[src/rtl/adex_param_loader_tx.sv]
// adex_param_loader_tx
// Host-side transmitter for the AdEx nibble-serial parameter load.
// Sends a header strobe, 16 data nibbles (high nibble first, bytes 0..7)
// and a footer nibble. It then keeps load_mode high until hold is released.
module adex_param_loader_tx #(
  parameter int         HALF_PERIOD = 2,
  parameter logic [3:0] FOOTER_NIB  = 4'b1111
) (
  input  logic        clk,
  input  logic        rst_n,
  input  logic        start,
  input  logic [63:0] params_flat,
  input  logic        hold,
  input  logic        abort,
  output logic        load_mode,
  output logic        load_enable,
  output logic [3:0]  nibble_out,
  output logic        busy,
  output logic        done
);

  typedef enum logic [2:0] {
    S_IDLE,
    S_SETUP,
    S_LOW,
    S_HIGH,
    S_TAIL,
    S_HOLD
  } state_t;

  // Counter width covers HALF_PERIOD up to 1000.
  localparam logic [9:0] CNT_LAST = 10'(HALF_PERIOD - 1);
  localparam logic [4:0] IDX_LAST = 5'd17;

  state_t      state_q, state_d;
  logic [9:0]  cnt_q, cnt_d;
  logic [4:0]  idx_q, idx_d;
  logic [63:0] shadow_q, shadow_d;
  logic        mode_d, en_d, busy_d, done_d;
  logic [3:0]  nib_d;

  // Strobe index to nibble: 0 is the header, 1..16 carry data, 17 is the footer.
  function automatic logic [3:0] nibble_of(input logic [4:0] idx, input logic [63:0] bytes);
    logic [3:0] k;
    logic [7:0] byte_v;
    nibble_of = 4'h0;
    if (idx == IDX_LAST) begin
      nibble_of = FOOTER_NIB;
    end else if (idx != 5'd0 && idx < IDX_LAST) begin
      k         = 4'(idx - 5'd1);
      byte_v    = bytes[{k[3:1], 3'b000} +: 8];
      nibble_of = k[0] ? byte_v[3:0] : byte_v[7:4];
    end
  endfunction

  // Next-state and next-output logic; outputs are registered, so they are
  // computed for the state being entered.
  always_comb begin
    // NOTE: every variable gets a default before the case, so no path can leave one unassigned and infer a latch.
    state_d  = state_q;
    cnt_d    = '0;
    idx_d    = idx_q;
    shadow_d = shadow_q;
    mode_d   = 1'b0;
    en_d     = 1'b0;
    nib_d    = 4'h0;
    done_d   = 1'b0;

    unique case (state_q)
      S_IDLE: begin
        if (start) begin
          state_d  = S_SETUP;
          shadow_d = params_flat;
          idx_d    = '0;
          mode_d   = 1'b1;
        end
      end
      S_SETUP: begin
        state_d = S_LOW;
        mode_d  = 1'b1;
        nib_d   = nibble_of(idx_q, shadow_q);
      end
      S_LOW: begin
        mode_d = 1'b1;
        nib_d  = nibble_out;
        if (cnt_q == CNT_LAST) begin
          state_d = S_HIGH;
          en_d    = 1'b1;
        end else begin
          cnt_d = cnt_q + 10'd1;
        end
      end
      S_HIGH: begin
        mode_d = 1'b1;
        if (cnt_q == CNT_LAST) begin
          if (idx_q == IDX_LAST) begin
            state_d = S_TAIL;
          end else begin
            state_d = S_LOW;
            idx_d   = idx_q + 5'd1;
            nib_d   = nibble_of(idx_q + 5'd1, shadow_q);
          end
        end else begin
          cnt_d = cnt_q + 10'd1;
          en_d  = 1'b1;
          nib_d = nibble_out;
        end
      end
      S_TAIL: begin
        mode_d = 1'b1;
        if (cnt_q == CNT_LAST) begin
          state_d = S_HOLD;
        end else begin
          cnt_d = cnt_q + 10'd1;
        end
      end
      S_HOLD: begin
        if (!hold) begin
          state_d = S_IDLE;
          done_d  = 1'b1;
        end else begin
          mode_d = 1'b1;
        end
      end
      default: state_d = S_IDLE;
    endcase

    // Abort drops everything without a done pulse; in IDLE it has no effect.
    if (abort && state_q != S_IDLE) begin
      state_d = S_IDLE;
      cnt_d   = '0;
      mode_d  = 1'b0;
      en_d    = 1'b0;
      nib_d   = 4'h0;
      done_d  = 1'b0;
    end

    busy_d = (state_d != S_IDLE);
  end

  // State, counters, shadow bytes and registered outputs.
  always_ff @(posedge clk or negedge rst_n) begin
    if (!rst_n) begin
      state_q     <= S_IDLE;
      cnt_q       <= '0;
      idx_q       <= '0;
      // NOTE: the shadow bytes are ordinary flops, not a memory, so resetting them is cheap and keeps the state fully defined.
      shadow_q    <= '0;
      load_mode   <= 1'b0;
      load_enable <= 1'b0;
      nibble_out  <= 4'h0;
      busy        <= 1'b0;
      done        <= 1'b0;
    end else begin
      // NOTE: non-blocking assignments so every register samples the pre-edge values.
      state_q     <= state_d;
      cnt_q       <= cnt_d;
      idx_q       <= idx_d;
      shadow_q    <= shadow_d;
      load_mode   <= mode_d;
      load_enable <= en_d;
      nibble_out  <= nib_d;
      busy        <= busy_d;
      done        <= done_d;
    end
  end

endmodule
[config.mk]
export PLATFORM = sky130hd
export DESIGN_NAME = adex_param_loader_tx
export DESIGN_NICKNAME = d
export VERILOG_FILES = /design/src/rtl/adex_param_loader_tx.sv
export SDC_FILE = /design/constraint.sdc
export NUM_CORES = 1
export LEC_CHECK = 0
export BUFFER_PORTS_ARGS = -buffer_cell sky130_fd_sc_hd__buf_2
export CAP_MARGIN = 20
export CORE_ASPECT_RATIO = 0.5
export CORE_MARGIN = 1.5
export CORE_UTILIZATION = 45
export CTS_CLUSTER_SIZE = 40
export DETAILED_ROUTE_END_ITERATION = 10
export HOLD_SLACK_MARGIN = 0.03
export PLACE_DENSITY = 0.66
export SLEW_MARGIN = 20
export SYNTH_ARGS = -nofsm -noshare
export SYNTH_HDL_FRONTEND = slang
export SYNTH_SLANG_ARGS = --single-unit
[constraint.sdc]
create_clock -name clk -period 3.6 [get_ports clk]
set_input_delay 0.72 -clock clk [delete_from_list [all_inputs] [get_ports clk]]
set_output_delay 0.72 -clock clk [all_outputs]
set_load 0.02 [all_outputs]
==> impl_results.rst <==
.. list-table::
   :header-rows: 1

   * - Metric
     - Value
   * - Status
     - complete, no violations
   * - Number of antenna violations at the first check in global routing
     - 0
   * - Area growth from synthesis to layout
     - 17.5%
   * - CTS root buffer
     - sky130_fd_sc_hd__clkbuf_16
   * - Placed cell count
     - 615
   * - Delay of the slowest critical-path stage
     - 510 ps
   * - Num Clock Sinks
     - 90
   * - Count leader, synth
     - sky130_fd_sc_hd__dfrtp_1
   * - Via density per instance
     - 5.64
   * - Cell-by-cell trace of the critical path
     - inv_1 > ha_1 > buf_4 > nor3_1 > a21oi_1 > o311a_4 > mux4_2 > mux2i_1 > mux2i_1 > a221o_1
   * - Critical path data arrival time
     - 3350 ps
   * - Path type of the worst min-delay path
     - in -> async
   * - Slowest-stage cell, CP
     - sky130_fd_sc_hd__dfrtp_1
   * - Clock-pin slew reported for the worst setup and hold paths after clock tree synthesis
     - 70 ps
   * - DRC violations left
     - 0
   * - Nets in the synthesized netlist
     - 487
   * - Number of post-CTS setup repair buffers
     - 0
   * - Leakage
     - 2.64 nW
   * - Effective utilization at floorplan
     - 0.476
   * - Gp weighted congestion
     - 0.856
   * - Measured slew at the worst slew-check pin
     - 823 ps
   * - Vias in the first global route
     - 3488
   * - Count of TritonRoute iterations in the first routing pass
     - 5
   * - PostCTS Resize Cnt
     - 0
   * - Headroom to the max-slew limit
     - 0.451
   * - Maximum clock frequency
     - roughly 320 MHz
   * - Yosys warning count
     - 0
   * - Register bit count reported by yosys
     - 90
   * - Most used flip-flop cell after synthesis
     - sky130_fd_sc_hd__dfrtp_1
   * - Final Power
     - 4.19 mW
   * - Min cycle time layout
     - 3120 ps
   * - Die Y-Extent
     - around 78 um
   * - CP Launch Type
     - flop
   * - Final clock period utilization by the worst path
     - 0.867
   * - All-layer global routing usage
     - 0.196
   * - Number of buffers added to fix hold violations after cts
     - 0
   * - Wire length of the first global-routing pass
     - 18.1 mm
   * - Hpwl dp
     - just under 8 mm
   * - Clock tree from TritonCTS
     - done
   * - Worst VDD drop
     - 0.326 mV
   * - Core Region
     - 10500 um2
   * - Synth area leaders
     - sky130_fd_sc_hd__dfrtp_1 (45%), sky130_fd_sc_hd__mux2_2 (15%), sky130_fd_sc_hd__mux4_2 (9.5%), sky130_fd_sc_hd__mux2i_1 (6.2%), sky130_fd_sc_hd__nor2_1 (2.3%)
   * - Total vias in the final route
     - 3556
   * - Gate family responsible for the most delay along the worst path
     - compound AO/OA/AOI/OAI gates
   * - Average cell area after synthesis
     - 12.1 um2
   * - Top cell by count, worst path
     - sky130_fd_sc_hd__mux2i_1
   * - Post-synthesis cell type count
     - 45
   * - Final-layout fill cell count
     - 908
   * - Type of element capturing the critical path
     - flop
   * - Total wirelength of the detailed-routed design
     - 10.7 mm
   * - Crit Path Category
     - reg -> reg
   * - Core Rows
     - 26
   * - Die Footprint
     - 11800 um2
   * - Die width
     - 152 um
   * - Power density cells
     - 714 nW/um2
   * - Largest net degree at the start of global routing
     - 66
   * - Worst-case clock buffer depth
     - 2
   * - Number of setup violations in the final report
     - 0
   * - Maximum net fanout on the critical path
     - 23
   * - Final Hold Viols
     - 0
   * - Top cells by instance count after synthesis
     - sky130_fd_sc_hd__dfrtp_1 (90), sky130_fd_sc_hd__mux2_2 (65), sky130_fd_sc_hd__mux2i_1 (31), sky130_fd_sc_hd__nor2_1 (30)
   * - Final Non-Filler Cells
     - 631
   * - Area share of the largest cell type after synthesis
     - 0.451
   * - Diode count
     - 0
   * - Yosys top cell by area
     - sky130_fd_sc_hd__dfrtp_1
   * - Clock latency at the later pin of the worst-skew pair
     - roughly 350 ps
   * - Unrepaired setup endpoints after global routing
     - no
   * - Final net count
     - 561
   * - Proportion of synthesized chip area in sequential cells
     - 0.451
   * - Count of flip-flops with a built-in enable after synthesis
     - 0
   * - Detailed-route wire length per cell
     - approximately 17 um
   * - Aggregate global routing overflow
     - 0
   * - Max Slew Vio Count
     - 0
   * - DRC marker count from the first detailed-route iteration
     - 281
   * - H-tree levels
     - 3
   * - Max-cap violations
     - 0
   * - Cell Area, Synth
     - ~5000 um2
   * - Fraction of final layout cells with drive strength greater than 1
     - 0.397
   * - Num CTS Buffers
     - 9
   * - Required @ worst endpoint
     - 3830 ps
   * - CP bufs+invs
     - 2
   * - Worst clock skew
     - 10.1 ps
   * - Post-synth ARST share
     - 1.00
   * - Antenna violation net count after detailed routing
     - 0
   * - Setup TNS after final layout
     - 0 ps
   * - Port buffer count
     - 76
   * - Ports placed on the boundary
     - 77
   * - Number of instances in the synthesized netlist
     - 412
==> per-stage QoR <==
step	utilization	hold WS [ps]	worst slack, ps	cell area (um2)
2_1_floorplan	-	424	781	5000
3_3_place_gp	0.527	501	580	5540
3_5_place_dp	0.527	508	515	5540
4_1_cts	0.558	379	496	5860
5_1_grt	0.559	407	277	5870
6_report	0.559	357	480	5870
==> routing by layer <==
layer | track usage | wire length, um
met3 | 0.0547 | 649
met1 | 0.289 | 5260
met4 | 0.0524 | 108
met2 | 0.283 | 4700
met5 | 0 | 0
==> logic make-up after synthesis <==
kind of cell    count (synthesis)  share of synthesized area
simple gates                  101                     0.0991
xor+xnor                       15                     0.0278
buf+inv                        28                     0.0263
flops                          90                      0.451
compound gates                 54                     0.0726
mux                           118                      0.308
fa+ha+maj                       6                     0.0150
==> layout make-up <==
type | count | area (um2) | share of cell area
multi-input cells | 294 | 2640 | 0.450
inverters | 5 | 18.8 | 0.00320
clock inverters | 6 | 96.3 | 0.0164
clock buffers | 10 | 229 | 0.0390
flip-flops and latches | 90 | 2250 | 0.384
well taps | 140 | 175 | 0.0298
repair buffers | 86 | 458 | 0.0780
==> placed cells by master, fill, tap and decap left out, types with 3 or more instances in the layout <==
master                      Yosys  final
sky130_fd_sc_hd__a21oi_1       13     13
sky130_fd_sc_hd__nand4_1        3      3
sky130_fd_sc_hd__mux2i_1       31     31
sky130_fd_sc_hd__dfrtp_1       90     90
sky130_fd_sc_hd__buf_2          9     75
sky130_fd_sc_hd__and3_1         4      4
sky130_fd_sc_hd__a22oi_1        6      6
sky130_fd_sc_hd__mux4_2        21     21
sky130_fd_sc_hd__mux2_2        65     65
sky130_fd_sc_hd__o22ai_1        7      7
sky130_fd_sc_hd__nor3_1         7      6
sky130_fd_sc_hd__ha_1           6      6
sky130_fd_sc_hd__nor2_1        30     30
sky130_fd_sc_hd__clkbuf_16      0      9
sky130_fd_sc_hd__or3_1          4      4
sky130_fd_sc_hd__inv_1          5      5
sky130_fd_sc_hd__xor2_1         7      7
sky130_fd_sc_hd__buf_4          0     11
sky130_fd_sc_hd__nand3_1       13     13
sky130_fd_sc_hd__xnor2_1        7      4
sky130_fd_sc_hd__xnor2_2        1      4
sky130_fd_sc_hd__o21ai_0       10     10
sky130_fd_sc_hd__nand2b_1       4      4
sky130_fd_sc_hd__nor2b_1        6      6
sky130_fd_sc_hd__nand2_1       21     21
==> state kept, by name (all words and copies together), names as in the netlist, 3 cells and up <==
signal and cells:
nibble_out 4, idx_q 5, state_q 3, cnt_q 10, shadow_q 64
==> power by group <==
group	internal [mW]	switching (mW)	total [mW]
clock network	0.618	0.414	1.03
logic	0.868	0.624	1.49
registers	1.36	0.307	1.67
total	2.84	1.35	4.19
==> path summary, 6_finish.rpt <==
path	slack (ps)	depth (start not counted)	endpoint	start
worst max-delay path	480	10	nibble_out[2]	idx_q[1]
worst min-delay path	360	1	shadow_q[50]	rst_n
worst max register to register	480	10	nibble_out[2]	idx_q[1]
worst min register to register	520	1	cnt_q[0]	cnt_q[0]
max in group asynchronous	2490	2	state_q[0]	rst_n
min in group clk	520	1	cnt_q[0]	cnt_q[0]
(Power assumes the default switching activity.)
